**src/rtl/jtag_dma_engine.sv**
```systemverilog
// DMA engine moving words between a ping-pong buffer and a bursting bus master.
// Transfers are split into bursts of at most burst_size+1 beats each.
module jtag_dma_engine #(
    parameter int BUF_AW = 9
) (
    input  logic              system_clk,
    input  logic              n_reset,
    input  logic              launch_write,
    input  logic              launch_read,
    input  logic              launch_simple_switch,
    input  logic [31:0]       address,
    input  logic [3:0]        byte_enable,
    input  logic [7:0]        burst_size,
    input  logic [7:0]        block_size_in,
    output logic              busy,
    output logic              operation_done,
    output logic              operation_error,
    output logic [7:0]        block_size_out,
    output logic [BUF_AW-1:0] buf_address,
    output logic              buf_writeEnable,
    output logic [31:0]       buf_dataIn,
    input  logic [31:0]       buf_dataOut,
    output logic              bus_request,
    input  logic              bus_grant,
    output logic              bus_begin_transaction,
    output logic [31:0]       bus_address_data,
    output logic              bus_read_n_write,
    output logic [3:0]        bus_byte_enables,
    output logic [7:0]        bus_burst_size,
    output logic              bus_data_valid,
    output logic              bus_end_transaction,
    input  logic [31:0]       bus_data_in,
    input  logic              bus_data_valid_in,
    input  logic              bus_busy_in,
    input  logic              bus_error_in,
    input  logic              bus_end_transaction_in
);

    typedef enum logic [2:0] {
        S_IDLE,
        S_REQUEST,
        S_BEGIN,
        S_DATA,
        S_END,
        S_DONE
    } state_t;

    state_t      r_state;
    state_t      w_next;
    logic        r_armed;
    logic        r_is_read;
    logic        r_error;
    logic        r_end_seen;
    logic [31:0] r_addr;
    logic [3:0]  r_be;
    logic [7:0]  r_burst;
    logic [7:0]  r_remaining;
    logic [7:0]  r_beats;
    logic [7:0]  r_beat_cnt;
    logic [7:0]  r_index;
    logic [7:0]  r_bso;

    logic        w_launch;
    logic        w_launch_rd;
    logic        w_xfer;
    logic        w_beat_ok;
    logic        w_last;
    logic        w_end_ok;
    logic [8:0]  w_want;
    logic [7:0]  w_beats_calc;
    logic [7:0]  w_rem_next;
    logic [7:0]  w_buf_idx;

    // r_armed keeps the first edge after reset release from taking a launch
    assign w_launch    = r_armed &
                         (launch_write | launch_read | launch_simple_switch);
    assign w_launch_rd = ~launch_write & launch_read;
    assign w_xfer      = (launch_write | launch_read) &
                         (block_size_in != 8'd0);

    assign w_beat_ok = (r_state == S_DATA) & ~bus_error_in &
                       (r_is_read ? bus_data_valid_in : ~bus_busy_in);
    assign w_last    = (r_beat_cnt == r_beats - 8'd1);

    assign w_want       = {1'b0, r_burst} + 9'd1;
    assign w_beats_calc = (w_want < {1'b0, r_remaining}) ?
                          w_want[7:0] : r_remaining;
    assign w_rem_next   = r_remaining - r_beats;

    // an aborted read must not wait for an end the slave may never send
    assign w_end_ok = r_error | ~r_is_read | r_end_seen |
                      bus_end_transaction_in;

    always_ff @(posedge system_clk or negedge n_reset) begin
        if (!n_reset) r_state <= S_IDLE;
        else          r_state <= w_next;
    end

    always_comb begin
        w_next = r_state;
        unique case (r_state)
            S_IDLE: begin
                if (w_launch) w_next = w_xfer ? S_REQUEST : S_DONE;
            end
            S_REQUEST: begin
                if (bus_grant) w_next = S_BEGIN;
            end
            S_BEGIN: w_next = S_DATA;
            S_DATA: begin
                if (bus_error_in)           w_next = S_END;
                else if (w_beat_ok && w_last) w_next = S_END;
            end
            S_END: begin
                if (w_end_ok) begin
                    if (r_error || w_rem_next == 8'd0) w_next = S_DONE;
                    else                               w_next = S_REQUEST;
                end
            end
            S_DONE: w_next = S_IDLE;
            default: w_next = S_IDLE;
        endcase
    end

    always_ff @(posedge system_clk or negedge n_reset) begin
        if (!n_reset) begin
            r_armed     <= 1'b0;
            r_is_read   <= 1'b0;
            r_error     <= 1'b0;
            r_end_seen  <= 1'b0;
            r_addr      <= '0;
            r_be        <= '0;
            r_burst     <= '0;
            r_remaining <= '0;
            r_beats     <= '0;
            r_beat_cnt  <= '0;
            r_index     <= '0;
            r_bso       <= '0;
        end else begin
            r_armed <= 1'b1;
            unique case (r_state)
                S_IDLE: begin
                    if (w_launch) begin
                        r_addr      <= address;
                        r_be        <= byte_enable;
                        r_burst     <= burst_size;
                        r_remaining <= block_size_in;
                        r_is_read   <= w_launch_rd;
                        r_error     <= 1'b0;
                        r_end_seen  <= 1'b0;
                        r_index     <= '0;
                        if (w_launch_rd) r_bso <= '0;
                    end
                end
                S_BEGIN: begin
                    r_beats    <= w_beats_calc;
                    r_beat_cnt <= '0;
                    r_end_seen <= 1'b0;
                end
                S_DATA: begin
                    if (bus_error_in) begin
                        r_error <= 1'b1;
                    end else if (w_beat_ok) begin
                        r_index    <= r_index + 8'd1;
                        r_beat_cnt <= r_beat_cnt + 8'd1;
                    end
                    if (bus_end_transaction_in) r_end_seen <= 1'b1;
                end
                S_END: begin
                    if (w_end_ok) begin
                        if (r_is_read && (r_error || w_rem_next == 8'd0))
                            r_bso <= r_index;
                        if (!r_error) begin
                            r_addr      <= r_addr +
                                           {22'd0, r_beats, 2'b00};
                            r_remaining <= w_rem_next;
                        end
                    end
                end
                default: ;
            endcase
        end
    end

    assign buf_address = BUF_AW'(w_buf_idx);

    always_comb begin
        busy                  = (r_state != S_IDLE);
        bus_request           = (r_state == S_REQUEST) |
                                (r_state == S_BEGIN) |
                                (r_state == S_DATA) |
                                (r_state == S_END);
        operation_done        = (r_state == S_DONE);
        operation_error       = r_error;
        block_size_out        = r_bso;
        w_buf_idx             = '0;
        buf_writeEnable       = 1'b0;
        buf_dataIn            = '0;
        bus_begin_transaction = 1'b0;
        bus_address_data      = '0;
        bus_read_n_write      = 1'b0;
        bus_byte_enables      = '0;
        bus_burst_size        = '0;
        bus_data_valid        = 1'b0;
        bus_end_transaction   = 1'b0;
        unique case (r_state)
            S_REQUEST: w_buf_idx = r_index;
            S_BEGIN: begin
                w_buf_idx             = r_index;
                bus_begin_transaction = 1'b1;
                bus_address_data      = r_addr;
                bus_read_n_write      = r_is_read;
                bus_byte_enables      = r_be;
                bus_burst_size        = w_beats_calc - 8'd1;
            end
            S_DATA: begin
                bus_byte_enables = r_be;
                if (r_is_read) begin
                    w_buf_idx       = r_index;
                    buf_writeEnable = w_beat_ok;
                    buf_dataIn      = w_beat_ok ? bus_data_in : '0;
                end else begin
                    // look one word ahead so the registered RAM keeps pace
                    w_buf_idx        = w_beat_ok ? r_index + 8'd1 : r_index;
                    bus_data_valid   = 1'b1;
                    bus_address_data = buf_dataOut;
                end
            end
            S_END: begin
                w_buf_idx           = r_index;
                bus_end_transaction = ~r_is_read;
            end
            default: ;
        endcase
    end

endmodule

```
**config.mk**
```make
export PLATFORM = sky130hd
export DESIGN_NAME = jtag_dma_engine
export DESIGN_NICKNAME = d
export VERILOG_FILES = /design/src/rtl/jtag_dma_engine.sv
export SDC_FILE = /design/constraint.sdc
export NUM_CORES = 1
export LEC_CHECK = 0
export BUFFER_PORTS_ARGS = -buffer_cell sky130_fd_sc_hd__buf_2
export CORE_MARGIN = 2
export CORE_UTILIZATION = 40
export CTS_CLUSTER_DIAMETER = 40
export DETAILED_ROUTE_END_ITERATION = 6
export PLACE_DENSITY = 0.66
export SLEW_MARGIN = 15
export SYNTH_ARGS = -nofsm -noshare
export SYNTH_HDL_FRONTEND = slang
export SYNTH_SLANG_ARGS = --single-unit
export TNS_END_PERCENT = 100
```
**constraint.sdc**
```tcl
create_clock -name system_clk -period 11.8 [get_ports system_clk]
set_input_delay 1.77 -clock system_clk [delete_from_list [all_inputs] [get_ports system_clk]]
set_output_delay 1.77 -clock system_clk [all_outputs]
set_load 0.01 [all_outputs]
```
; After elaboration in Yosys (flattened, before gate mapping)
; Index checks and enable logic that the tools add are counted.
[classes]
add_sub_neg = 7
n_lt_le_gt_ge = 1
n_eq_ne = 17
mux = 51
n_bitwise = 17
n_reduce_logical = 21
[ops]
columns = cell, count
row1 = two-way mux 32 bit, 7
row2 = one-hot mux 32 bit (2 select lines), 2
row3 = two-way mux 8 bit, 15
row4 = one-hot mux 8 bit (2 select lines), 5
row5 = adder 32 x 10 -> 32 bit, 1
row6 = two-way mux 3 bit, 7
row7 = inequality test 2 bit (second input constant), 10
row8 = adder 8 x 1 -> 8 bit (second input constant), 2
row9 = subtractor 8 x 1 -> 8 bit (second input constant), 2
row10 = one-hot mux 3 bit (5 select lines), 1
row11 = AND reduction 3 bit, 4
row12 = two-way mux 1 bit, 11
row13 = adder 8 x 1 -> 9 bit (second input constant), 1
row14 = less-than comparator 9 x 8 -> 1 bit, 1
row15 = equality test 8 bit, 1
row16 = logical NOT 8 bit, 1
row17 = OR 1 bit, 8
row18 = AND reduction 4 bit, 2
row19 = nonzero test 8 bit, 1
row20 = subtractor 8 bit, 1
row21 = equality test 3 x 2 -> 1 bit (second input constant), 2
row22 = equality test 3 bit (second input constant), 2
row23 = nonzero test 2 bit, 3
row24 = nonzero test 3 bit, 2
row25 = 14 further kinds, 22
[totals]
register_bits = 91
inputBits = 126
out_inout_bits = 102
word_cells = 127

; Longest topological paths before layout
; Gate-level depths: netlist of run 1.
[depth]
word_depth = 7
ltp_mapped = 16
depth_no_buf = 14

; Least setup slack after synthesis of run 1
; Ideal clock, no wire load.
[synth_timing]
kind = register to output
from = reg r_burst[0]
to = out bus_burst_size[4]
arrival_ns = 3.408
t_required_ns = 10.030
path_slack_ns = 6.622
path_stages_with_launch = 15
cell_sequence = dfrtp_1 ha_1 nand3_1 xnor2_1 ha_1 a21o_1 a221oi_1 and3_1 buf_2 mux2_1 ha_1 nand3_1 xnor2_1 nor2_1 a211oi_1
[synth_via]
elab_chain_len = 5
[synth_rtl]
columns = item, line_no
row1 = "start, declared", 56  ; logic [7:0] r_burst;
row2 = "start signal, assigned", 145  ; r_burst <= burst_size;
row3 = adder 8 x 1 -> 9 bit (*), 85  ; assign w_want = {1'b0, r_burst} + 9'd1;
row4 = less-than comparator 9 x 8 -> 1 bit, 86  ; assign w_beats_calc = (w_want < {1'b0, r_remaining}) ?
row5 = two-way mux 8 bit (*), 86
row6 = subtractor 8 x 1 -> 8 bit (*), 213  ; bus_burst_size = w_beats_calc - 8'd1;
row7 = two-way mux 8 bit (*), 205  ; unique case (r_state)
row8 = "end, declared", 29  ; output logic [7:0] bus_burst_size,
; Every way passes the cells marked *; elsewhere a longest branch is shown, timed or not.

; Worst setup path after layout of run 1
[layout_timing]
from = reg r_burst[0]
to = out bus_burst_size[6]
; The elaborated chain is that of the path after synthesis.

==> results by group, run 1 <==
STA
  • Crit share post-route: 53.1%
  • Fmax: 0.159 GHz
  • Final Max Tran Viols: 0
  • Finish-stage setup viols: 0
  • Final worst slack: 5.53 ns
  • Minimum clock period: 6.27 ns
  • Clock Skew: 0.0129 ns
  • Setup TNS: 0 ns
  • Worst-Margin Slew: 1.09 ns
  • Slew margin rel.: 27.3%
  • Fin. Hold Viols: 0
  • RSZ-0062 raised after global routing: no

Layout
  • Ant. Diodes: 0
  • Post-route cell area: 8370 um2
  • Layout cells sized above 1: 25.5%
  • Multi-input combinational cell area: 4210 um2
  • # fillers: 1654
  • Area growth, synth to finish: 22.9%
  • Reg area: 2280 um2
  • Nets: 1190

Drt
  • Post-route DRC violation count: 0
  • Routed Antenna Nets: 0
  • WL final: 22100 um
  • WL/cell: 17.6 um
  • Vias: 7092
  • DRT Pass-1 Iters: 5
  • Via density: 5.63
  • Initial DRC count: 583

Power
  • Leak: 0.00428 uW
  • Pwr Density: 254 nW/um2
  • VDD IR-drop max: 0.0000945 V

Placed design
  • Gpl congestion: 0.911
  • Post-place setup slack: 5.98 ns
  • DP Wirelength: 16300 um
  • IO buf count: 226
  • Placed cell area: 8070 um2

Clocking
  • Resize count post-CTS: 0
  • TritonCTS buffer count: 9
  • Post-CTS setup buffers: 0
  • Worst-case clock buffer depth: 2
  • Clock Sinks: 91
  • Hold-fix buffers at CTS: 0
  • Clock transition at path regs: 0.07 ns
  • Max H-tree Level: 3
  • Clock Tree Root: clkbuf_16
  • Clk Latency, worst-skew pair: 0.36 ns
  • CTS tree: done

Global routing
  • Total GRT Usage: 24.2%
  • Initial antenna violation count: 2
  • Largest net degree at the start of global routing: 58
  • Vias in the first global route: 6410
  • First-pass GRT wire length: 34300 um
  • GR Overflow Total: 0

Logic synthesis
  • Cell taking the most area after synthesis: dfrtp_1
  • Top-area cell type share of the netlist area: 33.5%
  • Synth Warn #: 0
  • Post-synth EDFFs: 0
  • Syn Nets: 1000
  • Share of synthesized flip-flops with an asynchronous set or reset: 100%
  • Post-synthesis sequential area ratio: 33.5%
  • Synthesized flop and latch total: 91
  • Top_reg_cell synth: dfrtp_1
  • Largest cells by area after synthesis: dfrtp_1, nand2_1, a22o_1, ha_1, and3_1
  • Most frequent cell after synthesis: nand2_1
  • Cells after synthesis: 845
  • Post-synth top cells: nand2_1, dfrtp_1, nor2_1
  • Synthesized area: 6800 um2
  • Syn Area/Cell: 8.05 um2
  • Post-synthesis cell type count: 72

Floorplanning
  • IO Pins: 228
  • Die H: 134 um
  • Core Area: 16600 um2
  • Die area: 18100 um2
  • Die width: 134 um
  • Initial Util: 41.0%
  • Row count: 47

Worst setup path
  • Max FO, Critical Path: 19
  • Worst path required time: 10.03 ns
  • Critical path type: reg -> out
  • CP Launch Type: register
  • WP data arrival: 4.50 ns
  • Worst setup EP type: primary output

Hold path
  • Worst hold path class: reg -> reg

Run
  • Max-cap viol count: 0

Status
  • Outcome: finished, final reports clean
[worst paths after layout]
path                            start                end  slack (ns)  cells past startpoint
setup / recovery           r_burst[0]  bus_burst_size[6]        5.53                     14
hold / removal                r_be[0]            r_be[0]        0.47                      2
setup reg to reg           r_burst[0]         r_beats[0]        8.21                     10
hold reg to reg               r_be[0]            r_be[0]        0.47                      2
max in group asynchronous     n_reset         r_beats[3]        9.31                      2
min in group asynchronous     n_reset          r_addr[1]        1.35                      1
[layout by cell type (no fill, tap or decap), types with 8 or more instances in the layout]
cell       instances
nand2_1          113
a22o_1            39
o31ai_1            9
a21oi_1           50
clkbuf_16          9
xnor2_1           28
buf_4             10
nand3_1           39
and2_1            12
inv_1             25
and3_1            48
nor2_1            59
dfrtp_1           91
a2bb2oi_1          8
o22ai_1            9
nand4_1           14
nor3_1            16
a211oi_1           8
buf_2            225
a31oi_1           12
mux2i_1            9
o21ai_0           55
xor2_1            15
ha_1              27
[report_power, final]
part,switching [uW],leakage [uW],internal [uW]
registers,180,0.00113,424
logic,719,0.00300,498
clock network,139,0.000148,167
total,1040,0.00428,1090
[per-layer routing]
layer / vias to the layer above / GRT usage (%) / routed length, um
met4: 4 / 8.01 / 353
met1: 3317 / 32.6 / 9970
met5: - / 0 / 24
met3: 30 / 4.01 / 1510
li1: 3454 / - / -
met2: 287 / 39.6 / 10300
[worst max-delay path, stage by stage, from the launching register on]
cell	delay [ns]
dfrtp_1	0.47
ha_1	0.31
nand3_1	0.12
xnor2_1	0.43
ha_1	0.34
a21o_1	0.16
a221oi_1	0.26
and3_1	0.69
mux2_1	0.42
ha_1	0.24
o21ai_0	0.16
nor3_1	0.10
xnor2_1	0.15
a21oi_1	0.15
buf_2	0.14
[flip-flops by register name, indices dropped and copies added (netlist names)]
register / cells
r_addr: 32
block_size_out: 8
r_beat_cnt: 8
r_beats: 8
r_burst: 8
r_index: 8
r_remaining: 8
r_be: 4
r_state: 3
operation_error: 1
r_armed: 1
r_end_seen: 1
r_is_read: 1
[area by class of cell]
type | instances | share of cell area [%]
inverter | 27 | 1.21
tap | 220 | 3.29
timing repair buffer | 235 | 14.4
clock buffer | 10 | 2.74
sequential | 91 | 27.2
clock inverter | 6 | 0.838
multi-input combinational | 671 | 50.3
[kinds of logic (layout without fill, tap and decap cells)]
group | count (synthesis) | in the layout | synth area share, %
DFF | 91 | 91 | 33.5
other | 2 | 2 | 0.110
buffers and inverters | 83 | 278 | 4.95
muxes | 11 | 11 | 1.66
xor gates and xnor gates | 43 | 43 | 5.54
adders and majority gates | 29 | 29 | 5.55
AOI/OAI and AO/OA | 243 | 243 | 23.9
and+or+nand+nor | 343 | 343 | 24.8
[through the flow]
step | instances | total power [uW] | utilization, % | hold slack [ns]
after floorplan | 845 | 1440 | - | 0.437
after global placement | 1244 | 1800 | 48.6 | 0.452
after detailed placement | 1244 | 1810 | 48.6 | 0.454
after CTS | 1260 | 2120 | 50.4 | 0.472
after global routing | 1260 | 2300 | 50.4 | 0.509
final | 1260 | 2130 | 50.4 | 0.467
Note: power is estimated with default switching activity, not from simulation.
==> run 2: changes to the inputs <==
--- a/config.mk
+++ b/config.mk
@@ -10,7 +10,7 @@
 export CORE_UTILIZATION = 40
 export CTS_CLUSTER_DIAMETER = 40
 export DETAILED_ROUTE_END_ITERATION = 6
-export PLACE_DENSITY = 0.66
+export PLACE_DENSITY = 0.68
 export SLEW_MARGIN = 15
 export SYNTH_ARGS = -nofsm -noshare
 export SYNTH_HDL_FRONTEND = slang
==> constraint.sdc (replaced) <==
create_clock -name system_clk -period 5.1 [get_ports system_clk]
set_input_delay 0.765 -clock system_clk [delete_from_list [all_inputs] [get_ports system_clk]]
set_output_delay 0.765 -clock system_clk [all_outputs]
set_load 0.01 [all_outputs]
==> results by group, run 2 (same netlist as run 1, synthesis figures left out) <==
Status
  • Outcome: finished, final reports clean

Floorplanning
  • Die area: 18100 um2
  • Initial Util: 41.0%
  • Core Area: 16600 um2
  • IO Pins: 228
  • Die H: 134 um
  • Row count: 47
  • Die width: 134 um

Worst setup path
  • Critical path type: reg -> out
  • Worst path required time: 4.34 ns
  • CP Launch Type: register
  • Max FO, Critical Path: 8
  • Worst setup EP type: primary output
  • Worst flop-to-flop path startpoint: r_is_read
  • WP data arrival: 3.87 ns
  • R2R depth: 7
  • R2R setup slack: 1.89 ns
  • Worst r2r dst: r_addr[25]

Layout
  • Largest Register: r_addr
  • Leading cell types in the layout, fill and taps excluded: buf_2, nand2_1, dfrtp_1, nor2_1, o21ai_0
  • Ant. Diodes: 0
  • Max reg flops: 32
  • Post-Layout Cell Count: 1262
  • Final Core Density: 50.6%
  • Area growth, synth to finish: 23.4%
  • Most common cell after layout, fill and taps aside: buf_2
  • Nets: 1192
  • Layout cells sized above 1: 26.0%

STA
  • Minimum clock period: 4.63 ns
  • Clock Skew: 0.00863 ns
  • RSZ-0062 raised after global routing: no
  • Crit share post-route: 90.9%
  • Fin. Hold Viols: 0
  • Final Max Tran Viols: 0
  • Slew margin rel.: 26.4%
  • Fmax: 0.216 GHz
  • Worst-Margin Slew: 1.10 ns
  • Hold WS: 0.382 ns
  • Setup TNS: 0 ns
  • Finish-stage setup viols: 0

Placed design
  • IO buf count: 226
  • Placed Cells: 1246
  • Gpl congestion: 0.929
  • DP Wirelength: 16400 um

Drt
  • Vias: 7104
  • Routed Antenna Nets: 0
  • WL/cell: 17.4 um
  • Via density: 5.63
  • Post-route DRC violation count: 0
  • Initial DRC count: 449
  • DRT Pass-1 Iters: 5
  • WL final: 22000 um

Global routing
  • Initial antenna violation count: 0
  • First-pass GRT wire length: 35500 um
  • Vias in the first global route: 6789
  • Total GRT Usage: 24.7%
  • Largest net degree at the start of global routing: 53
  • GR Overflow Total: 0

Clocking
  • CTS tree: done
  • TritonCTS buffer count: 9
  • Post-CTS setup buffers: 0
  • Clock Sinks: 91
  • Worst-case clock buffer depth: 2
  • Max H-tree Level: 3
  • Clock Tree Root: clkbuf_16
  • Resize count post-CTS: 0
  • Hold-fix buffers at CTS: 0
  • Clk Latency, worst-skew pair: 0.36 ns
  • Clock transition at path regs: 0.07 ns

Power
  • Tot Pwr: 4920 uW
  • VDD IR-drop max: 0.000279 V
  • Pwr Density: 586 nW/um2
  • Leak: 0.00429 uW

Hold path
  • Worst hold path class: in -> async

Run
  • Max-cap viol count: 0
run 2: cell types whose count changed in the layout (fill, tap and decap cells not counted), moves of 2 or more:
cell | before | now
clkbuf_8 | 0 | 2
xnor2_1 | 28 | 26
xnor2_2 | 0 | 2
buf_4 | 10 | 12
run 2: worst max-delay path, cell delays in order (launching register included):
cell and delay, ns:
dfrtp_1 0.49, ha_2 0.29, nand3_1 0.13, xnor2_2 0.27
ha_1 0.31, a21o_1 0.16, a221oi_1 0.27, and3_1 0.26
mux2i_1 0.25, ha_1 0.25, nand3_1 0.14, nor3_1 0.20
xnor2_1 0.14, o21ai_0 0.09, a21oi_1 0.13, buf_2 0.14
run 2: cell type report:
type	count	area, um2
clock buffer	11	253
clock inverter	5	42.5
fill	1608	8190
inverter	27	101
multi-input combinational	671	4230
sequential	91	2280
tap	220	275
timing repair buffer	237	1220
run 2: where the power goes:
| group | internal (uW) | total [uW] | switching, uW |
|---|---|---|---|
| Sequential | 982 | 1400 | 418 |
| Combinational | 1170 | 2850 | 1670 |
| Clock | 364 | 672 | 309 |
run 2: worst max-delay path by stage:
stage          cells past startpoint  slack, ns                end       start
6_report                          15       0.47  bus_burst_size[6]  r_burst[0]
5_1_grt                           15       0.06  bus_burst_size[6]  r_burst[2]
4_1_cts                           15       0.31  bus_burst_size[6]  r_burst[0]
3_5_place_dp                      15       0.70  bus_burst_size[6]  r_burst[0]
3_3_place_gp                      15       0.81  bus_burst_size[6]  r_burst[0]
2_1_floorplan                     14       0.93  bus_burst_size[4]  r_burst[0]
run 2: metrics by stage:
stage / worst slack [ns] / area, um2
3_3_place_gp: 0.809 / 8080
4_1_cts: 0.307 / 8380
3_5_place_dp: 0.697 / 8080
6_report: 0.466 / 8390
2_1_floorplan: 0.927 / 6800
5_1_grt: 0.0596 / 8390
run 2: per-layer routing:
layer  up-vias  global-route usage (%)  wire length (um)
met4         0                    7.19               428
li1       3462                       -                 -
met5         -                       0                 0
met1      3325                    32.9              9660
met2       288                    41.0             10300
met3        29                    4.72              1550
